## src/rtl/reg_file_bypass.sv

```systemverilog
// Register file with two registered read ports, optional write-to-read forwarding,
// optional hard-wired zero register and a saturating count of committed writes.
module reg_file_bypass #(
    parameter int WIDTH     = 32,
    parameter int ADDR_BITS = 5,
    parameter int ZERO_REG  = 1,
    parameter int BYPASS    = 1
) (
    input  logic                 Clock,
    input  logic                 Reset,
    input  logic                 We,
    input  logic [ADDR_BITS-1:0] W_addr,
    input  logic [WIDTH-1:0]     W_data,
    input  logic                 Stall,
    input  logic [ADDR_BITS-1:0] A_addr,
    input  logic [ADDR_BITS-1:0] B_addr,
    output logic [WIDTH-1:0]     A_data,
    output logic [WIDTH-1:0]     B_data,
    output logic [15:0]          Wr_count
);

    localparam int          DEPTH   = 1 << ADDR_BITS;
    localparam logic [15:0] CNT_MAX = 16'hFFFF;

    logic [WIDTH-1:0] mem_q [DEPTH];
    logic [WIDTH-1:0] mem_d [DEPTH];
    logic [WIDTH-1:0] a_data_q, a_data_d;
    logic [WIDTH-1:0] b_data_q, b_data_d;
    logic [15:0]      wr_count_q, wr_count_d;
    logic             wr_commit;

    // Next value of one read register; the zero-register check outranks forwarding.
    function automatic logic [WIDTH-1:0] next_read(
        input logic [ADDR_BITS-1:0] addr,
        input logic [WIDTH-1:0]     held,
        input logic [WIDTH-1:0]     stored,
        input logic                 stall,
        input logic                 commit,
        input logic [ADDR_BITS-1:0] w_addr,
        input logic [WIDTH-1:0]     w_data
    );
        logic [WIDTH-1:0] value;
        value = stored;
        if (stall) begin
            value = held;
        end else if ((ZERO_REG != 0) && (addr == '0)) begin
            value = '0;
        end else if ((BYPASS != 0) && commit && (w_addr == addr)) begin
            value = w_data;
        end
        return value;
    endfunction

    always_comb begin
        wr_commit = We && !((ZERO_REG != 0) && (W_addr == '0));
    end

    // NOTE: every always_comb output gets a default first so no path can infer a latch.
    always_comb begin
        mem_d = mem_q;
        if (wr_commit) begin
            mem_d[W_addr] = W_data;
        end
    end

    always_comb begin
        wr_count_d = wr_count_q;
        if (wr_commit && (wr_count_q != CNT_MAX)) begin
            wr_count_d = wr_count_q + 16'd1;
        end
    end

    always_comb begin
        a_data_d = next_read(A_addr, a_data_q, mem_q[A_addr], Stall, wr_commit, W_addr, W_data);
        b_data_d = next_read(B_addr, b_data_q, mem_q[B_addr], Stall, wr_commit, W_addr, W_data);
    end

    // NOTE: the storage array is reset too, so every address reads 0 straight after reset.
    always_ff @(posedge Clock) begin
        if (Reset) begin
            for (int i = 0; i < DEPTH; i++) begin
                mem_q[i] <= '0;
            end
        end else begin
            mem_q <= mem_d;
        end
    end

    // NOTE: sequential state uses non-blocking assignments so all flops update together.
    always_ff @(posedge Clock) begin
        if (Reset) begin
            a_data_q   <= '0;
            b_data_q   <= '0;
            wr_count_q <= '0;
        end else begin
            a_data_q   <= a_data_d;
            b_data_q   <= b_data_d;
            wr_count_q <= wr_count_d;
        end
    end

    assign A_data   = a_data_q;
    assign B_data   = b_data_q;
    assign Wr_count = wr_count_q;

endmodule

```

## config.mk

```make
export PLATFORM = sky130hd
export DESIGN_NAME = reg_file_bypass
export DESIGN_NICKNAME = d
export VERILOG_FILES = /design/src/rtl/reg_file_bypass.sv
export SDC_FILE = /design/constraint.sdc
export NUM_CORES = 2
export LEC_CHECK = 0
export BUFFER_PORTS_ARGS = -buffer_cell sky130_fd_sc_hd__buf_4
export CORE_AREA = 5 5 435 437
export DETAILED_ROUTE_END_ITERATION = 16
export DIE_AREA = 0 0 440 442
export GPL_ROUTABILITY_DRIVEN = 0
export HOLD_SLACK_MARGIN = 0.08
export SLEW_MARGIN = 20
export SYNTH_ARGS = -nofsm -noshare
export SYNTH_HDL_FRONTEND = slang
export SYNTH_SLANG_ARGS = --single-unit
```

## constraint.sdc

```tcl
create_clock -name Clock -period 5.74 [get_ports Clock]
set_input_delay 0.861 -clock Clock [delete_from_list [all_inputs] [get_ports Clock]]
set_output_delay 0.861 -clock Clock [all_outputs]
set_load 0.05 [all_outputs]
```

Yosys cells after proc, flatten, opt, wreduce, memory -nomap -nowiden

Index checks and enable logic that the tools add are counted.
W data, S select, Z words.

Logic and storage cells: 68
Flip-flop bits (word level): 1104
Bits of input ports: 51
Output and inout bits: 80

Order comparisons: 4
Add/sub/neg operators: 1
Mux-type cells: 13
Equality and inequality tests: 3
Bitwise operators: 3
Reductions and logical operators: 9

Operator list:

| operator                | count |
|---|---|
| $bwmux W1024            | 1 |
| $bmux W32 S5            | 2 |
| $mux W32                | 9 |
| $demux W32 S5           | 1 |
| $ge A6 B6 Y1 const B    | 3 |
| $not A5 Y6              | 3 |
| $add A16 B1 Y16 const B | 1 |
| $ne A16 B16 Y1 const B  | 1 |
| $logic_not A5 Y1        | 3 |
| $eq A5 B5 Y1            | 2 |
| $lt A6 B1 Y1 const B    | 1 |
| $logic_and A1 B1 Y1     | 5 |
| $logic_not A1 Y1        | 1 |

Logic depth before layout (Yosys ltp)

Word-level depth: 6
Depth in mapped cells: 9
Depth with buffers taken out: 6

Worst setup path before layout

Ideal clock, no wire load.

Kind: input-to-reg
Start point: in B_addr[0]
End point: reg b_data_q[1], in the netlist B_data[1]
Buffers on the path: 2
Required time: 5.618 ns
Cell stages on the path: 7
Setup slack: 3.048 ns
Setup time: 0.122 ns
Data arrival time: 2.570 ns
Cells stage by stage: buf_4 > buf_2 > mux4_2 > nor2b_1 > a211oi_1 > a2111oi_2 > a221o_1

Word-level cells in the longest chain between the ends: 6
Elaborated cells on any way between the ends: 9
Classes of those cells: eq/ne: 1; mux: 5; bitwise: 1; reduce/logical: 2

RTL lines:

| what                                        | RTL line | source |
|---|---|---|
| start, declared                             | 16       | `input logic [ADDR_BITS-1:0] B_addr,` |
| $not A5 Y6 (not written as such)            | 75       | `b_data_d = next_read(B_addr, b_data_q, mem_q[B_addr], Stall, wr_commit, W_addr, W_data);` |
| $bmux W32 S5                                | 75       |  |
| $mux W32 (not written as such) (2 in a row) | 75       |  |
| $mux W32                                    | 48       | `end else if ((BYPASS != 0) && commit && (w_addr == addr)) begin` |
| $mux W32 *                                  | 46       | `end else if ((ZERO_REG != 0) && (addr == '0)) begin` |
| end signal, assigned                        | 97       | `b_data_q <= b_data_d;` |
| end, declared                               | 28       | `logic [WIDTH-1:0] b_data_q, b_data_d;` |

Every way passes the cells marked *; elsewhere a longest branch is shown, timed or not. The select of a mux whose other input is x is not followed.
A chain may end at the register's enable or synchronous reset.

Worst setup path after layout

Start point: in B_addr[2]
End point: reg b_data_q[31], in the netlist B_data[31]

Same word-level chain as after synthesis.

==> run metrics <==
status completed; static power due to leakage 19.6 nW; layout cell share with drive strength beyond 1 0.176; net switching power of the design 4.41 mW; I/O pin cnt 131; CTS resizes 0; initial detailed-routing violation count 5532; post-CTS clock slew at the launch and capture registers of the worst setup and hold paths 0.07 ns; maximum capacitance violations 0; DP HPWL 121000 um; type of element capturing the critical path flip-flop; critical path cell sequence buf_8, buf_12, buf_12, mux4_2, nor2b_1, a211oi_1, a2111oi_0, a221o_1; root buffer cell clkbuf_16; final critical path time including I/O delays and setup 3.16 ns; clock buffers created by TritonCTS 106; Worst Hold Path Cells 2; worst rel slew slack 0.208; worst skew pair latency 0.73 ns; Post-CTS Hold Fix Bufs 0; Cell variety after synth 56; f_max 316 MHz; number of port buffers 130; number of nets at the end of the flow 5777; post-CTS setup-driven buffer insertion count 0; number of iterations in the first detailed-routing pass 7; number of synthesis warnings 0; deepest level of the CTS H-tree 3; horizontal die dimension 440 um; cell accounting for the most synthesized area dfxtp_1; transition at the pin with the smallest max-transition slack 1.18 ns; aggregate routed wire length 208000 um; vias 46730; Main synth FF type dfxtp_1; largest fanout of any net on the critical path 67; most prevalent standard cell on the critical path buf_12; required time of the worst setup path 6.35 ns; count of state elements after synthesis 1104; class of the tightest hold or removal check flip-flop to flip-flop; area growth from synthesis to final layout 11.8%; depth of the most critical reg-to-reg path 5; total setup violations reported at the end of the flow 0; internal reg-to-reg setup slack 3.32 ns; cell with the largest stage delay on the worst path a211oi_1; Die Footprint 194000 um^2; Total Neg Setup Slack 0 ns; worst reg2reg endpoint Wr_count[15]; most common cell after layout, fill and taps aside nand2_1; core box area 185000 um^2; Post-Place Setup Slack 1.93 ns; synth top area cells dfxtp_1 (40%), mux4_2 (21%), nand2_1 (14%); # rows 158; RSZ-0062 raised after global routing false; Die H 442 um; post-route clock skew 0.0235 ns; number of buffers on the longest clock path 3; crit path DAT 3.77 ns; portion of the post-synthesis area used by sequential elements 0.401; Post-Synthesis Mean Instance Area 9.18 um^2; CP delay by family, top buffers and inverters; switching part of the total 0.261; final setup margin 2.58 ns; overall power after layout 16.9 mW; CP Class primary input to flip-flop; relative contribution of sequential cells to total power 0.463; number of routed nets with antenna violations 0; share of the synthesized area in the top cell type 0.401; hold path startpoint mem_q[835]; total power per unit cell area 275 nW/um^2; total congestion overflow after global routing 0; Slew Viols, Final 0; Sink Count 1104; largest incremental delay on the critical path 0.66 ns; part of the power in the clock network 0.449; peak supply drop 0.294 mV; vias in the first global route 45333; TritonCTS clock tree built; internal power consumption 12.5 mW; first-pass GRT wire length 305000 um; number of DRC violations after detailed routing 0; number of enable flip-flop cells after synthesis 0; total global-route track usage 0.206; path length in cells of the critical path 8; source of the worst register-to-register timing path Wr_count[3]; pin count of the biggest net entering global routing 205; DR vias/cell 5.63; fraction of registers with async set/reset 0; number of buffer and inverter instances along the worst setup path 3; hold-critical path endpoint mem_q[835]; most frequent cells in the layout nand2_1 (2028), dfxtp_1 (1104), a21oi_1 (1001); final hold vios 0; nets in the synthesized netlist 6049; final period utilization 0.551; Worst setup SP type primary input; cell count after synthesis 5997; number of antenna violations at the first check in global routing 16; combinational group share of total power 0.088; Cell Area, Synth 55100 um^2; Starting Density 0.298; per-cell routed wire length 25.1 um
==> synthesized netlist by cell type, drive strengths merged (2+ instances only) <==
cell type,number
or2,2
nand2,2028
o311ai,2
a31o,2
dfxtp,1104
or3,3
nor2b,100
nor3b,4
a22o,62
a211oi,64
a2111oi,62
o31ai,4
buf,181
mux4,506
nand3,8
nor3,7
clkbuf,461
and2,3
a21oi,1001
inv,6
nand4,5
xnor2,20
and3b,3
and4bb,2
a22oi,4
or3b,2
mux2i,203
a221o,62
and3,4
nor4,4
a221oi,2
nand3b,6
mux2,4
nor4b,2
nor2,55
==> worst min-delay path, cell delays in order (launching register included) <==
cell and delay [ns]:
dfxtp_1 0.31, nand2_1 0.05, a21oi_1 0.05
==> per-stage QoR <==
| step | area [um^2] | std cells | util | hold WS, ns |
|---|---|---|---|---|
| after floorplan | 55100 | 5997 | - | 0.443 |
| after global placement | 57700 | 8095 | 0.313 | 0.448 |
| after detailed placement | 57800 | 8096 | 0.313 | 0.457 |
| after CTS | 61500 | 8293 | 0.333 | 0.451 |
| after global routing | 61500 | 8306 | 0.333 | 0.479 |
| final | 61500 | 8306 | 0.333 | 0.465 |
==> power by group through the flow <==
stage          sequential [mW]  clock (mW)  combinational [mW]
2_1_floorplan             8.05           0               0.887
6_report                  7.83        7.58                1.49
4_1_cts                   7.83        7.66                1.46
3_3_place_gp              8.00           0                1.45
3_5_place_dp              8.00           0                1.46
5_1_grt                   7.83        7.96                1.54
==> sequential cells by signal, indices dropped and copies added (netlist names) <==
name	count
A_data	32
B_data	32
Wr_count	16
mem_q	1024
==> layer usage <==
layer | track usage | vias up | wire length (um)
met2 | 0.334 | 2593 | 97400
met1 | 0.251 | 22986 | 75300
met3 | 0.0360 | 637 | 19700
met4 | 0.140 | 4 | 15800
li1 | - | 20510 | -
met5 | 0 | - | 30
==> layout make-up <==
cell class | count | area (um^2)
antenna | 12 | 30.0
sequential | 1104 | 22100
clock buffer | 146 | 3050
fill | 18766 | 123000
clock inverter | 51 | 667
timing repair buffer | 262 | 2230
tap | 2480 | 3100
inverter | 6 | 22.5
multi-input combinational | 4245 | 30300
==> cells by family after synthesis <==
family                     count (synthesis)  synth area share
DFF                                     1104             0.401
xor gates and xnor gates                  21           0.00334
muxes                                    713             0.245
adders and majority gates                  1          0.000227
and+or+nand+nor                         2239             0.160
buffers and inverters                    648            0.0532
AOI/OAI and AO/OA                       1271             0.137
==> worst max path at each step <==
stage / startpoint / endpoint / slack (ns)
after floorplan: B_addr[0] / B_data[1] / 3.05
after global placement: B_addr[0] / B_data[31] / 1.94
after detailed placement: B_addr[2] / B_data[31] / 1.93
after CTS: B_addr[2] / B_data[31] / 2.71
after global routing: B_addr[0] / B_data[31] / 2.51
final: B_addr[2] / B_data[31] / 2.58
Note: power is estimated with default switching activity, not from simulation.
